### src/rtl/operand_execute_stage.sv
// Operand fetch, execute and write-back: 32x32 regfile, DOF->EX and EX->WB registers, function unit, memory port, branch outputs.
// Result reaches the regfile two edges after DOF; without FORWARDING_EN a RAW hit on EX raises stall for one bubble.
module operand_execute_stage #(
  parameter int DW   = 32,
  parameter int NREG = 32,
  parameter int IMMW = 15
) (
  input  logic                     clk,
  input  logic                     reset_n,
  input  logic [$clog2(NREG)-1:0]  AA,
  input  logic [$clog2(NREG)-1:0]  BA,
  input  logic [$clog2(NREG)-1:0]  DA,
  input  logic                     RW,
  input  logic                     MW,
  input  logic [1:0]               MD,
  input  logic [1:0]               BS,
  input  logic                     PS,
  input  logic                     MB,
  input  logic                     MA,
  input  logic                     CS,
  input  logic [3:0]               FS,
  input  logic [IMMW-1:0]          imm,
  input  logic [DW-1:0]            pc_dof,
  input  logic [DW-1:0]            mem_rdata,
  output logic [DW-1:0]            mem_addr,
  output logic [DW-1:0]            mem_wdata,
  output logic                     mem_we,
  output logic [1:0]               ex_BS,
  output logic                     ex_PS,
  output logic                     Z,
  output logic [DW-1:0]            BrA,
  output logic [DW-1:0]            RAA,
  output logic                     stall
);

  localparam int AW = $clog2(NREG);
  localparam int SW = $clog2(DW);

  typedef struct packed {
    logic            rw;
    logic            mw;
    logic [1:0]      md;
    logic [1:0]      bs;
    logic            ps;
    logic [3:0]      fs;
    logic [AW-1:0]   da;
    logic [IMMW-1:0] imm;
    logic [DW-1:0]   pc;
    logic [DW-1:0]   a;
    logic [DW-1:0]   b;
  } ex_t;

  logic [DW-1:0] rf_q [NREG];
  logic [DW-1:0] rf_d [NREG];
  ex_t           ex_q, ex_d;
  logic          wb_rw_q, wb_rw_d;
  logic [AW-1:0] wb_da_q, wb_da_d;
  logic [DW-1:0] wb_res_q, wb_res_d;

  logic [DW-1:0] rd_a, rd_b, op_a, op_b, imm_ext;
  logic [DW-1:0] alu_f, ex_res, add_b, add_sum;
  logic          add_cin, add_cout, add_v, add_n;

  // Priority: EX bypass (when built in), then WB write-through, then array.
  function automatic logic [DW-1:0] rd_port(input logic [AW-1:0] addr);
    logic [DW-1:0] v;
    if (addr == '0)
      v = '0;
    else if (wb_rw_q && wb_da_q == addr)
      v = wb_res_q;
    else
      v = rf_q[addr];
`ifdef FORWARDING_EN
    if (addr != '0 && ex_q.rw && ex_q.da == addr)
      v = ex_res;
`endif
    return v;
  endfunction

  always_comb begin
    rd_a    = rd_port(AA);
    rd_b    = rd_port(BA);
    imm_ext = CS ? {{(DW-IMMW){imm[IMMW-1]}}, imm} : {{(DW-IMMW){1'b0}}, imm};
    op_a    = MA ? pc_dof : rd_a;
    op_b    = MB ? imm_ext : rd_b;
  end

`ifdef FORWARDING_EN
  assign stall = 1'b0;
`else
  assign stall = ex_q.rw && (ex_q.da != '0) &&
                 ((!MA && AA == ex_q.da) || (!MB && BA == ex_q.da));
`endif

  always_comb begin
    ex_d = '0;
    if (!stall) begin
      ex_d.rw  = RW;
      ex_d.mw  = MW;
      ex_d.md  = MD;
      ex_d.bs  = BS;
      ex_d.ps  = PS;
      ex_d.fs  = FS;
      ex_d.da  = DA;
      ex_d.imm = imm;
      ex_d.pc  = pc_dof;
      ex_d.a   = op_a;
      ex_d.b   = op_b;
    end
  end

  // One adder serves every arithmetic code; its flags feed set-less-than.
  always_comb begin
    add_b   = '0;
    add_cin = 1'b0;
    case (ex_q.fs)
      4'b0001: add_cin = 1'b1;
      4'b0010: add_b   = ex_q.b;
      4'b0011: begin add_b = ex_q.b;  add_cin = 1'b1; end
      4'b0100: add_b   = ~ex_q.b;
      4'b0101: begin add_b = ~ex_q.b; add_cin = 1'b1; end
      4'b0110: add_b   = '1;
      default: ;
    endcase
    {add_cout, add_sum} = {1'b0, ex_q.a} + {1'b0, add_b} + {{DW{1'b0}}, add_cin};
    add_v = add_cout ^ (ex_q.a[DW-1] ^ add_b[DW-1] ^ add_sum[DW-1]);
    add_n = add_sum[DW-1];
  end

  always_comb begin
    alu_f = '0;
    case (ex_q.fs)
      4'b0000, 4'b0111: alu_f = ex_q.a;
      4'b0001, 4'b0010, 4'b0011, 4'b0100, 4'b0101, 4'b0110: alu_f = add_sum;
      4'b1000: alu_f = ex_q.a & ex_q.b;
      4'b1001: alu_f = ex_q.a | ex_q.b;
      4'b1010: alu_f = ex_q.a ^ ex_q.b;
      4'b1011: alu_f = ~ex_q.a;
      4'b1100: alu_f = ex_q.b;
      4'b1101: alu_f = ex_q.a >> ex_q.imm[SW-1:0];
      4'b1110: alu_f = ex_q.a << ex_q.imm[SW-1:0];
      default: alu_f = '0;
    endcase
  end

  always_comb begin
    case (ex_q.md)
      2'b01:   ex_res = mem_rdata;
      2'b10:   ex_res = {{(DW-1){1'b0}}, add_n ^ add_v};
      default: ex_res = alu_f;
    endcase
  end

  always_comb begin
    wb_rw_d  = ex_q.rw;
    wb_da_d  = ex_q.da;
    wb_res_d = ex_res;
    rf_d     = rf_q;
    if (wb_rw_q && wb_da_q != '0)
      rf_d[wb_da_q] = wb_res_q;
  end

  always_ff @(posedge clk or negedge reset_n) begin
    if (!reset_n) begin
      for (int i = 0; i < NREG; i++) rf_q[i] <= '0;
      ex_q     <= '0;
      wb_rw_q  <= 1'b0;
      wb_da_q  <= '0;
      wb_res_q <= '0;
    end else begin
      rf_q     <= rf_d;
      ex_q     <= ex_d;
      wb_rw_q  <= wb_rw_d;
      wb_da_q  <= wb_da_d;
      wb_res_q <= wb_res_d;
    end
  end

  assign mem_addr  = ex_q.a;
  assign mem_wdata = ex_q.b;
  assign mem_we    = ex_q.mw;
  assign ex_BS     = ex_q.bs;
  assign ex_PS     = ex_q.ps;
  assign Z         = (alu_f == '0);
  assign BrA       = ex_q.pc + {{(DW-IMMW){ex_q.imm[IMMW-1]}}, ex_q.imm};
  assign RAA       = ex_q.a;

endmodule

### config.mk
export PLATFORM = sky130hd
export DESIGN_NAME = operand_execute_stage
export DESIGN_NICKNAME = d
export VERILOG_FILES = /design/src/rtl/operand_execute_stage.sv
export SDC_FILE = /design/constraint.sdc
export NUM_CORES = 2
export LEC_CHECK = 0
export CAP_MARGIN = 20
export CORE_ASPECT_RATIO = 1.1
export CORE_MARGIN = 2
export CORE_UTILIZATION = 46
export DETAILED_ROUTE_END_ITERATION = 8
export PLACE_DENSITY = 0.71
export SYNTH_ARGS = -nofsm -noshare
export SYNTH_HDL_FRONTEND = slang
export SYNTH_SLANG_ARGS = --single-unit
### constraint.sdc
create_clock -name clk -period 10.1 [get_ports clk]
set_input_delay 3.03 -clock clk [delete_from_list [all_inputs] [get_ports clk]]
set_output_delay 3.03 -clock clk [all_outputs]
set_load 0.02 [all_outputs]
# == Word-level counts from Yosys, hierarchy flattened ==
# Cells that the tools add are included.
# word_totals
register_bits,1189
input_bits,110
output_inout_bits,134
elab_cells,130
# op_classes
addsub,3
order_cmp,4
eq_ne,20
n_shift,2
mux,21
n_bitwise,12
n_reduce_logical,22
# ops
cell,n
$bwmux W1024,1
$mux W32,12
$bmux W32 S5,2
$pmux W32 S9,1
$demux W32 S5,1
$mux W127,1
$pmux W32 S3,1
$not A32 Y32,2
$pmux W32 S2,1
$add A32 B32 Y33,1
$add A33 B1 Y33,1
$add A32 B32 Y32,1
$and A32 B32 Y32,1
$logic_not A32 Y1,1
$or A32 B32 Y32,1
$shl A32 B5 Y32,1
$shr A32 B5 Y32,1
$xor A32 B32 Y32,1
$eq A4 B4 Y1 const B,7
$eq A5 B5 Y1,4
$ge A6 B6 Y1 const B,3
$not A5 Y6,3
$eq A4 B3 Y1 const B,4
$logic_not A5 Y1,2
15 further kinds,30

# == Depth between registers and ports, before layout ==
# logic_depth
depth_word,9
ltp_mapped,19
ltp_nobuf,16

# == Least setup slack after synthesis ==
# OpenSTA, ideal clock, no wires.
# synth_path
path_type,input to output
startpoint,in AA[0]
endpoint,out stall
arrival_ps,5436
slack_ps,1634
stages,8
n_path_buf,4
cell_sequence,clkbuf_1 buf_1 xnor2_1 nand4_1 or3_1 a21oi_1 clkbuf_1 clkbuf_1
# synth_via
elab_chain_len,4
# synth_rtl
element,line_no,source
"start, declared",10,"input logic [$clog2(NREG)-1:0] AA,"
$eq A5 B5 Y1,92,((!MA && AA == ex_q.da) || (!MB && BA == ex_q.da));
$logic_and A1 B1 Y1,92,
$logic_or A1 B1 Y1,92,
$logic_and A1 B1 Y1,91,assign stall = ex_q.rw && (ex_q.da != '0) &&
"end, declared",33,output logic stall
# Every way passes these cells.

# == Worst setup path in the final report ==
# layout_path
startpoint,reg ex_q[118] (netlist name)
endpoint,out Z
# layout_via
elab_chain_len,7
word_cells_on_any_way,26
# layout_rtl
element,line_no,source
"start, declared",55,"ex_t ex_q, ex_d;"
"start signal, assigned",166,ex_q <= '0;
"start signal, assigned",172,ex_q <= ex_d;
$eq A4 B3 Y1 or $eq A4 B2 Y1 (tied branches),"116, 132",
$reduce_or A2 Y1 (no line),--,
$pmux W32 S3,116,case (ex_q.fs)
$add A32 B32 Y33,125,"{add_cout, add_sum} = {1'b0, ex_q.a} + {1'b0, add_b} + {{DW{1'b0}}, add_cin};"
$add A33 B1 Y33,125,
$pmux W32 S9 *,132,case (ex_q.fs)
$logic_not A32 Y1 *,184,assign Z = (alu_f == '0);
"end, declared",30,"output logic Z,"
# Mark *: on every way between the ends. The rest lies on a longest branch, timed or not.

==> results.md <==
* Grt met3 use at 7.333%
* Overall power at 14.81 mW
* CP cell instances: and3_1, buf_4, a21oi_1, a21oi_1, fa_1, fa_1, a211oi_1, o31a_1, o22ai_1, o41a_1, a311oi_4, o41ai_1, and4_1, or3_1, or3_1, nor4_2, buf_4
* Cell Rows at 151
* Min Hold Slack at 0.3953 ns
* Status: complete, no violations
* Worst min path class: register to register
* Pre-antenna DRT Iters at 6
* GP Congestion at 1.044
* Dpl hpwl at 157.4 mm
* Syn_area_per_cell at 13.42 sq um
* Fin. Hold Viols at 0
* Leak at 34.71 nW
* Max_slew headroom at 20.89%
* Register area share after synthesis at 41.75%
* Die Width at 379.3 microns
* CTS Root Cell: clkbuf_16
* Layout cells sized above 1 at 40.41%
* Post-CTS Resized at 0
* Wire per inst at 33.15 microns
* Initial antenna violation count at 13
* Post-CTS Setup Bufs at 0
* Hold buffers post-CTS at 0
* Grt ovf at 0
* VDD IR max at 159.7 uV
* GR peak layer: met2
* Final instance area at 0.07949 sq mm
* Clock Skew at 0.06228 ns
* Core area at 0.1540 sq mm
* Antenna-violating nets left at 0
* WP data required at 7.07 ns
* Yosys reg bits at 1,189
* Largest net degree at the start of global routing at 179
* Kind of critical path: register to output port
* Post-synth EDFFs at 0
* Placed inst area at 0.07477 sq mm
* Met2 Usage GRT at 48.29%
* Detailed-route via count at 49,550
* R2r startpoint: ex_q[118]$_DFF_PN0_
* Total Routing Usage GR at 30.76%
* RSZ-0062 raised after global routing: false
* F_max at 101.5 MHz
* Worst-path fanout max at 32
* Synth Warn # at 0
* Number of buffers created by CTS at 118
* Final min period at 9.850 ns
* First-pass GRT wire length at 352.4 mm
* Mapped Cells at 5,311
* WP data arrival at 6.82 ns
* Met1 Use GR at 39.70%
* Vias in the first global route at 49,850
* I/O pin count at 244
* Die area at 0.1581 sq mm
* Vias per cell at 6.745
* Startpoint types: register
* Max Slew Vio Count at 0
* CTS clk-pin slew, worst paths at 0.06 ns
* Final core utilization at 51.62%
* Htree depth at 3
* Setup crit start: ex_q[118]$_DFF_PN0_
* Clock Sinks at 1,189
* Crit-path max cell delay at 0.67 ns
* Worst skew pair latency at 0.79 ns
* Slowest CP cell: dfrtp_1
* Top FF cell, synth: dfrtp_1
* Starting density of the core at 46.28%
* Remaining DRCs at 0
* Maximum root-to-sink buffer count at 3
* Chip Height at 416.8 microns
* Syn Nets at 5,552
* Max Cap Viol at 0
* Port bufs at 243
* Critical path capture point type: output port
* Actual slew at the worst max-slew pin at 1.157 ns
* Crit share post-route at 97.52%
* Post-synth ARST share at 100.0%
* Pwr/cell area at 186.3 mW/mm^2
* Drt initial violations at 5,821
* CTS tree: yes
* Final setup viols at 0
* Worst min-delay path startpoint: rf_q[1010]$_DFFE_PN0P_
* Synth Cell Area at 0.07127 sq mm
* Setup TNS at 0 ns
* Area grow syn2layout at 11.54%
* Fin nets at 5,417
* Post-Route WL at 243.5 mm
* Synth unique cells at 83
kinds of logic (layout without fill, tap and decap cells):
logic type	count (synthesis)	in the layout	share of synthesized area [%]
and+or+nand+nor	661	661	4.403
buffers and inverters	745	713	4.535
muxes	1857	1857	39.91
DFF	1189	1189	41.75
other	0	3	0
AOI/OAI and AO/OA	670	670	6.354
adders and majority gates	131	131	2.332
xor gates and xnor gates	58	58	0.7128
critical path, delay by kind of cell (launching register included):
family	cells	cell delay, ns
AO/OA/AOI/OAI	8	2.23
flip-flops	1	0.67
buffers and inverters	2	0.47
adder cells (fa/ha/maj)	2	0.94
AND/OR/NAND/NOR	5	1.72
sequential cells by signal, summed over array words and instances (netlist names):
register,cells
rf_q,1024
ex_q,53
RAA,32
mem_wdata,32
wb_res_q,32
wb_da_d,5
wb_da_q,5
ex_BS,2
ex_PS,1
mem_we,1
wb_rw_d,1
wb_rw_q,1
power breakdown:
part / internal (mW) / switching [mW] / leakage [nW]
combinational: 1.96 / 1.73 / 16.8
sequential: 5.54 / 0.774 / 15.9
clock: 2.82 / 1.99 / 2.09
total: 10.3 / 4.49 / 34.7
metal layers:
metal	vias up	routed length (microns)
li1	19920	-
met3	692	23470
met1	26100	91620
met5	-	123
met2	2823	113600
met4	20	14760
metrics by stage:
stage                     std cells  setup WS [ns]
after floorplan                5311          1.634
after global placement         7106         0.9512
after detailed placement       7106         0.9794
after CTS                      7329        0.09447
after global routing           7344        0.06634
final                          7347         0.2501
final cells by class:
cell class / instances / area [sq um]
Antenna cell: 3 / 7.507
Clock buffer: 169 / 3445
Clock inverter: 54 / 862.1
Fill cell: 12600 / 74490
Inverter: 99 / 371.6
Multi-Input combinational cell: 3377 / 38500
Sequential cell: 1189 / 29760
Tap cell: 2065 / 2584
Timing Repair Buffer: 391 / 3956
cell usage in the layout (no fill, tap or decap), types with 34 or more instances in the layout:
| master | Yosys | layout |
|---|---|---|
| ha_1 | 128 | 128 |
| o21ai_0 | 111 | 111 |
| clkbuf_16 | 0 | 118 |
| dfrtp_1 | 1189 | 1184 |
| nor2_1 | 219 | 202 |
| a211oi_1 | 36 | 36 |
| mux2i_1 | 153 | 153 |
| mux4_2 | 685 | 685 |
| mux2_2 | 1017 | 1017 |
| a21oi_1 | 192 | 190 |
| nor2b_1 | 79 | 77 |
| xnor2_1 | 36 | 36 |
| inv_1 | 95 | 95 |
| nand2_1 | 172 | 156 |
| clkdlybuf4s50_1 | 0 | 229 |
| o2bb2ai_1 | 35 | 35 |
| buf_4 | 105 | 128 |
| nor3_1 | 40 | 39 |
| nand3_1 | 34 | 34 |
cells in the mapped netlist, types with 18 or more instances:
master	instances	share of area [%]
a21o_1	28	0.29
nor2b_1	79	0.69
inv_1	95	0.50
mux2_2	1017	16
ha_1	128	2.2
o211ai_1	26	0.27
o22ai_1	25	0.22
xor2_1	22	0.27
a22o_1	28	0.34
a21oi_1	192	1.3
buf_1	124	0.65
a211oi_1	36	0.38
o21ai_0	111	0.78
nor3_1	40	0.28
nand2_1	172	0.91
mux2i_1	153	2.1
buf_4	105	1.1
buf_2	21	0.15
clkbuf_1	394	2.1
nand3_1	34	0.24
dfrtp_1	1189	42
a221oi_1	18	0.22
nor2_1	219	1.2
a22oi_1	30	0.32
o2bb2ai_1	35	0.43
nand4_1	21	0.18
xnor2_1	36	0.44
mux4_2	685	22
worst paths after layout:
check | endpoint | slack, ns | depth (start not counted)
min in group asynchronous | rf_q[929]$_DFFE_PN0P_ | 2.25 | 1
worst max-delay path | Z | 0.25 | 17
worst min register to register | rf_q[1010]$_DFFE_PN0P_ | 0.40 | 0
worst max register to register | wb_res_q[0]$_DFF_PN0_ | 4.66 | 15
max in group asynchronous | rf_q[950]$_DFFE_PN0P_ | 5.94 | 3
worst min-delay path | rf_q[1010]$_DFFE_PN0P_ | 0.40 | 0
No activity file was read; power rests on OpenSTA's default activity.
